--- src/rtl/icache_fill_ctrl_pkg.sv ---
// -----------------------------------------------------------------------------
// icache_fill_ctrl_pkg
// Shared definitions for the instruction-cache fill controller:
//   - cache geometry widths (128 lines x 8 bytes, 22-bit tag)
//   - memory-bus command encodings
//   - fill FSM state enum
//   - helper that splits a line address into cache index and tag
// -----------------------------------------------------------------------------
package icache_fill_ctrl_pkg;

   localparam int IDX_W  = 7;   // 128 cache lines
   localparam int TAG_W  = 22;  // address bits [31:10]
   localparam int OFF_W  = 3;   // 8-byte line
   localparam int MTAG_W = 4;   // memory transaction tag, 0 = no transaction

   localparam logic [1:0] BUS_NONE = 2'd0;
   localparam logic [1:0] BUS_LOAD = 2'd1;

   typedef enum logic {
      IDLE = 1'b0,
      WAIT = 1'b1
   } fill_state_e;

   typedef struct packed {
      logic [TAG_W-1:0] tag;
      logic [IDX_W-1:0] idx;
   } line_addr_t;

   // Line address is the fetch address with the byte offset dropped
   // (bits [31:3]); low bits are the index, high bits the tag.
   function automatic line_addr_t split_line(input logic [IDX_W+TAG_W-1:0] line);
      line_addr_t la;
      la.idx = line[IDX_W-1:0];
      la.tag = line[IDX_W+TAG_W-1:IDX_W];
      return la;
   endfunction

endpackage

--- src/rtl/icache_fill_ctrl.sv ---
// -----------------------------------------------------------------------------
// icache_fill_ctrl
// Write-side controller for the 128x64 direct-mapped instruction cache.
// Splits the fetch address into index/tag for the cache read port, detects
// misses, issues one tagged load to instruction memory and installs the
// returning line through the cache write port.
//
// Optional feature (macro ICACHE_FILL_BYPASS_EN): in the fill cycle, if the
// current fetch address matches the line being filled, the memory data is
// forwarded straight to Icache_data_out / Icache_valid_out.
//
// Ports:
//   clock, reset            clock, asynchronous active-high reset
//   proc2Icache_addr        fetch address (bits [31:3] used)
//   cachemem_data/valid     cache read data / hit
//   Imem2proc_response      nonzero: load accepted with this tag
//   Imem2proc_data/tag      returning data and its tag (tag 0 = none)
//   rd_idx, rd_tag          cache read port (combinational from address)
//   wr_en/idx/tag/data      cache write port (fill)
//   proc2Imem_command/addr  memory request
//   Icache_data_out/valid   instruction to the fetch stage
//   dbg_state               current fill FSM state
//
// Bus handshake: a BUS_LOAD is taken only in the cycle Imem2proc_response is
// nonzero; that value tags the transaction. Data returns in a later cycle in
// which Imem2proc_tag equals that tag. Other tags belong to other clients and
// are ignored. A refused request (response 0) leaves no state behind.
// -----------------------------------------------------------------------------
module icache_fill_ctrl
   import icache_fill_ctrl_pkg::*;
(
   input  logic              clock,
   input  logic              reset,
   input  logic [63:0]       proc2Icache_addr,
   input  logic [63:0]       cachemem_data,
   input  logic              cachemem_valid,
   input  logic [MTAG_W-1:0] Imem2proc_response,
   input  logic [63:0]       Imem2proc_data,
   input  logic [MTAG_W-1:0] Imem2proc_tag,
   output logic [IDX_W-1:0]  rd_idx,
   output logic [TAG_W-1:0]  rd_tag,
   output logic              wr_en,
   output logic [IDX_W-1:0]  wr_idx,
   output logic [TAG_W-1:0]  wr_tag,
   output logic [63:0]       wr_data,
   output logic [1:0]        proc2Imem_command,
   output logic [63:0]       proc2Imem_addr,
   output logic [63:0]       Icache_data_out,
   output logic              Icache_valid_out,
   output fill_state_e       dbg_state
);

   fill_state_e       state;
   logic [IDX_W-1:0]  miss_idx;
   logic [TAG_W-1:0]  miss_tag;
   logic [MTAG_W-1:0] pend_mtag;

   line_addr_t        cur_line;
   logic              issue_load;
   logic              fill;
   logic              unused_addr_bits;

   assign unused_addr_bits = ^{proc2Icache_addr[63:32], proc2Icache_addr[OFF_W-1:0]};

   assign cur_line = split_line(proc2Icache_addr[31:OFF_W]);
   assign rd_idx   = cur_line.idx;
   assign rd_tag   = cur_line.tag;

   // Request only from IDLE on a miss; WAIT keeps a single load outstanding.
   assign issue_load = !reset && (state == IDLE) && !cachemem_valid;
   // pend_mtag is nonzero in WAIT; the extra test keeps tag 0 ("no data")
   // from ever looking like a match.
   assign fill       = (state == WAIT) && (pend_mtag != '0) && (Imem2proc_tag == pend_mtag);

   assign proc2Imem_command = issue_load ? BUS_LOAD : BUS_NONE;
   assign proc2Imem_addr    = {32'b0, proc2Icache_addr[31:OFF_W], {OFF_W{1'b0}}};

   assign wr_en   = fill;
   assign wr_idx  = miss_idx;
   assign wr_tag  = miss_tag;
   assign wr_data = Imem2proc_data;

`ifdef ICACHE_FILL_BYPASS_EN
   logic bypass_hit;
   assign bypass_hit       = fill && (rd_idx == miss_idx) && (rd_tag == miss_tag);
   assign Icache_valid_out = !reset && (cachemem_valid || bypass_hit);
   assign Icache_data_out  = bypass_hit ? Imem2proc_data : cachemem_data;
`else
   assign Icache_valid_out = !reset && cachemem_valid;
   assign Icache_data_out  = cachemem_data;
`endif

   assign dbg_state = state;

   always_ff @(posedge clock or posedge reset) begin
      if (reset) begin
         state     <= IDLE;
         miss_idx  <= '0;
         miss_tag  <= '0;
         pend_mtag <= '0;
      end else begin
         case (state)
            IDLE: begin
               if (issue_load && (Imem2proc_response != '0)) begin
                  pend_mtag <= Imem2proc_response;
                  miss_idx  <= rd_idx;
                  miss_tag  <= rd_tag;
                  state     <= WAIT;
               end
            end
            WAIT: begin
               // Address changes here are ignored: the old line still fills.
               if (fill) begin
                  pend_mtag <= '0;
                  state     <= IDLE;
               end
            end
            default: state <= IDLE;
         endcase
      end
   end

endmodule

--- config.mk ---
export PLATFORM = sky130hd
export DESIGN_NAME = icache_fill_ctrl
export DESIGN_NICKNAME = d
export VERILOG_FILES = /design/src/rtl/icache_fill_ctrl_pkg.sv /design/src/rtl/icache_fill_ctrl.sv
export SDC_FILE = /design/constraint.sdc
export NUM_CORES = 1
export LEC_CHECK = 0
export CAP_MARGIN = 10
export CORE_AREA = 5 5 177 179
export DETAILED_ROUTE_END_ITERATION = 12
export DIE_AREA = 0 0 182 184
export HOLD_SLACK_MARGIN = 0.02
export REMOVE_ABC_BUFFERS = 1
export SLEW_MARGIN = 30
export SYNTH_ARGS = -nofsm -noshare
export SYNTH_HDL_FRONTEND = slang
export SYNTH_SLANG_ARGS = --single-unit
--- constraint.sdc ---
create_clock -name clock -period 2.1 [get_ports clock]
set_input_delay 0.42 -clock clock [delete_from_list [all_inputs] [get_ports clock]]
set_output_delay 0.42 -clock clock [all_outputs]
set_load 0.005 [all_outputs]
# Yosys cells after proc, flatten, opt, wreduce, memory -nomap -nowiden
# Index checks and enable logic that the tools add are counted.
classes:
  addsub: 0
  n_mul: 0
  n_div: 0
  n_lt_le_gt_ge: 0
  n_eq_ne: 3
  n_shift: 0
  mux: 7
  n_bitwise: 1
  n_reduce_logical: 12
op_table:
  columns: ["operator", "n"]
  rows:
  - ["$mux W4", 2]
  - ["$pmux W4 S2", 1]
  - ["$reduce_bool A4 Y1", 2]
  - ["$logic_and A1 B1 Y1", 6]
  - ["$eq A4 B4 Y1", 1]
  - ["$reduce_and A2 Y1", 2]
  - ["$mux W1", 3]
  - ["$logic_not A1 Y1", 2]
  - ["$ne A2 B1 Y1 const B", 1]
  - ["$ne A2 B2 Y1 const B", 1]
  - ["$pmux W1 S2", 1]
  - ["$not A1 Y1", 1]
totals:
  register_bits: 34
  latchBits: 0
  mem_bits_rw: 0
  mem_bits_ro: 0
  inputBits: 203
  out_inout_bits: 255
  wordCells: 27
  n_memories: 0

# Logic depth before layout (Yosys ltp)
logic_depth:
  depth_word: 6
  ltp_mapped: 5
  ltp_nobuf: 4

# Worst setup path after synthesis
# Ideal clock, no wire load.
synth_path:
  path_kind: "input -> output"
  start: "in Imem2proc_tag[1]"
  end: "out wr_en"
  arrival_time_ns: 1.169
  required_time_ns: 1.680
  setup_slack_ns: 0.511
  stages: 3
  n_path_buf: 0
  path_cell_list: "xor2_1 nor4_2 and2_1"
synth_via:
  elab_chain_cells: 2
synth_rtl:
  columns: ["element", "line_no", "text"]
  rows:
  - ["from (decl)", "icache_fill_ctrl.sv:39", "input logic [MTAG_W-1:0] Imem2proc_tag,"]
  - ["$eq A4 B4 Y1", "icache_fill_ctrl.sv:73", "assign fill = (state == WAIT) && (pend_mtag != '0) && (Imem2proc_tag == pend_mtag);"]
  - ["$logic_and A1 B1 Y1", "icache_fill_ctrl.sv:73", null]
  - ["to (decl)", "icache_fill_ctrl.sv:42", "output logic wr_en,"]
# Every way passes these cells.

# Worst setup path in the final report
layout_path:
  start: "in reset"
  end: "out proc2Imem_command[0]"
layout_via:
  elab_chain_cells: 4
layout_rtl:
  columns: ["element", "line_no", "text"]
  rows:
  - ["from (decl)", "icache_fill_ctrl.sv:33", "input logic reset,"]
  - ["$logic_not A1 Y1 (no line)", null, null]
  - ["$logic_and A1 B1 Y1 (2 in a row)", "icache_fill_ctrl.sv:70", "assign issue_load = !reset && (state == IDLE) && !cachemem_valid;"]
  - ["$mux W1", "icache_fill_ctrl.sv:75", "assign proc2Imem_command = issue_load ? BUS_LOAD : BUS_NONE;"]
  - ["to (decl)", "icache_fill_ctrl.sv:46", "output logic [1:0] proc2Imem_command,"]
# Every way passes these cells.

==> results_dict.tcl <==
set metrics [dict create \
    status "finished, final reports clean" \
    finClkSkew_ps 1.974 \
    via_per_inst 2.858 \
    use_met2_pct 23.56 \
    finish.utilization_pct 12.12 \
    grt_overflow 0 \
    rows 63 \
    worstPathArrival_ps 1600 \
    fmax_mhz 494.1 \
    drc 0 \
    antenna_found_initial 0 \
    firstDrtPassIters 4 \
    p_int_mw 2.264 \
    routed_wl_mm 29.77 \
    numCtsBuffers 5 \
    rsz0062_at_grt "false" \
    crit_path_start "reset" \
    grt_max_degree 35 \
    syn_to_final_growth_pct 14.80 \
    critPathKind "primary input to output pin" \
    globalRouteMet1Util_pct 12.78 \
    end_kind "output pin" \
    antennaDiodeCount 0 \
    period_share_pct 96.37 \
    grt_pass1_vias 2060 \
    dp_hpwl_mm 26.50 \
    worst_hold_startpoint "wr_idx[0]$_DFFE_PP0P_" \
    wl_per_cell_um 41.51 \
    net-switching-power_mw 1.091 \
    min_period_ps 2024 \
    max_cap_viol_count 0 \
    final_nets 529 \
    cts.sinks 34 \
    antenna_left 0 \
    gp_congestion 0.8193 \
    drt_iter0_drc 87 \
    peakVddDrop_uv 299.9 \
    fp.dieW_um 182 \
    clk_latency_ps 290 \
    final_max_slew_viol_count 0 \
    ioPinCount 458 \
    portBuffers 130 \
    cts_tree "done" \
    pwr-share-seq_pct 34.2 \
    hp-class "register to register" \
    preCtsSetupSlack_ps 33.05 \
    gr-usage-met3_pct 27.31 \
    setup_ws_ps 76.28 \
    clockBufferDepth 2 \
    hold_buffers 0 \
    netSwitchingFraction_pct 32.52 \
    power.density_mw_per_mm2 941.8 \
    htreeDepth 2 \
    p_leak_nw 1.502 \
    grt_use_total_pct 17.06 \
    combPwrFrac_pct 42.5 \
    top_usage_layer "met3" \
    num_vias 2049 \
    worstPathMaxFanout 3 \
    synthDistinctLibCells 21 \
    dieArea_mm2 0.03349 \
    reg2reg_from "dbg_state$_DFF_PP0_" \
    final_common_cell "clkdlybuf4s50_1" \
    final.setup.tns_ps 0 \
    ys_seq_elements 34 \
    synthesis.area_mm2 0.003103 \
    critPathLaunchType "primary input" \
    drive_gt1_share_pct 6.422 \
    cts-root-buf "clkbuf_16" \
    clock_power_share_pct 23.2 \
    final_cell_mix "clkdlybuf4s50_1, nand2_1, conb_1" \
    fp.coreArea_mm2 0.02940 \
    setup_viol 0 \
    grt_pass1_wl_mm 34.44 \
    syn_area_per_cell_um2 8.253 \
    yosys_warnings 0 \
    fp.dieH_um 184 \
    hold_viol 0 \
    start_util_pct 10.55 \
    rrSetupSlack_ps 590 \
    clk_pin_slew_ps 60 \
    ys_seq_area_share_pct 27.42 \
    synthCells 376 \
    required_ps 1680 \
]
area by class of cell:
type / instances / area, um2
multi-input combinational: 146 / 654.4
clock buffer: 6 / 138.9
clock inverter: 2 / 12.51
sequential: 34 / 850.8
tap: 390 / 488.0
timing repair buffer: 137 / 1410
inverter: 2 / 7.507
fill: 3367 / 25840
stage by stage:
stage | total power, mW | instance area [um2] | cells | hold slack, ps
after floorplan | 1.553 | 1513 | 182 | 469.7
after global placement | 2.603 | 3402 | 709 | 458.8
after detailed placement | 2.615 | 3402 | 709 | 461.3
after CTS | 3.451 | 3553 | 717 | 475.9
after global routing | 3.649 | 3562 | 717 | 498.8
final | 3.355 | 3562 | 717 | 470.5
state kept, by name, summed over array words and instances, names as in the netlist:
name and cells:
dbg_state 1, pend_mtag 4, wr_idx 7, wr_tag 22
path summary, 6_finish.rpt:
kind / to / depth (start not counted)
min reg2reg: wr_idx[0]$_DFFE_PP0P_ / 2
max in group asynchronous: wr_tag[2]$_DFFE_PP0P_ / 3
min in group asynchronous: wr_tag[4]$_DFFE_PP0P_ / 3
max: proc2Imem_command[0] / 3
max reg2reg: wr_tag[2]$_DFFE_PP0P_ / 7
min: wr_idx[0]$_DFFE_PP0P_ / 2
per-layer routing:
| metal | wire [um] | share of wire (%) | up-vias |
|---|---|---|---|
| met5 | 322 | 1.1 | - |
| met4 | 179 | 0.60 | 8 |
| met3 | 9836 | 33 | 25 |
| met2 | 11670 | 39 | 377 |
| met1 | 7754 | 26 | 846 |
| li1 | - | - | 793 |
logic make-up (layout without fill, tap and decap cells):
group | count (synthesis) | count (layout) | synth area share, %
compound gates | 12 | 12 | 3.347
simple gates | 95 | 95 | 12.54
flops | 34 | 34 | 27.42
buf+inv | 231 | 147 | 55.73
other cells | 1 | 36 | 0.1209
xor+xnor | 3 | 3 | 0.8469
Yosys cell counts:
cell type,n,area [um2]
o41a_1,1,11.26
nor4_2,1,12.51
and2_1,1,6.260
nand2b_1,1,6.260
a22oi_1,3,22.52
a21oi_1,4,20.02
o41ai_4,1,27.53
buf_2,2,10.01
nand3b_1,1,7.510
xor2_1,3,26.28
o21ai_0,2,10.01
buf_6,2,22.52
inv_1,2,7.510
nor3_4,1,16.27
nor2b_1,1,6.260
nor2_1,1,3.750
nand2_1,88,330.3
buf_4,225,1689
dfrtp_1,34,850.8
o41a_2,1,12.51
conb_1,1,3.750
worst max-delay path, stage by stage:
cell and delay (ps):
clkdlybuf4s50_1 490, nor3_4 170, clkdlybuf4s50_1 530
power by group through the flow:
stage                     sequential [mW]  clock (mW)  combinational (mW)
final                                1.15       0.780                1.43
after global routing                 1.20       0.845                1.61
after CTS                            1.16       0.826                1.47
after detailed placement             1.16           0                1.45
after global placement               1.14           0                1.46
after floorplan                      1.16           0               0.391
what timing repair did:
action | in CTS | in global routing
endpoints found under the setup margin | 0 | 1
resized for setup | 0 | 4
buffers inserted | 0 | 0
hold endpoints to repair | 0 | 0
Power figures use the tool's default switching activity.
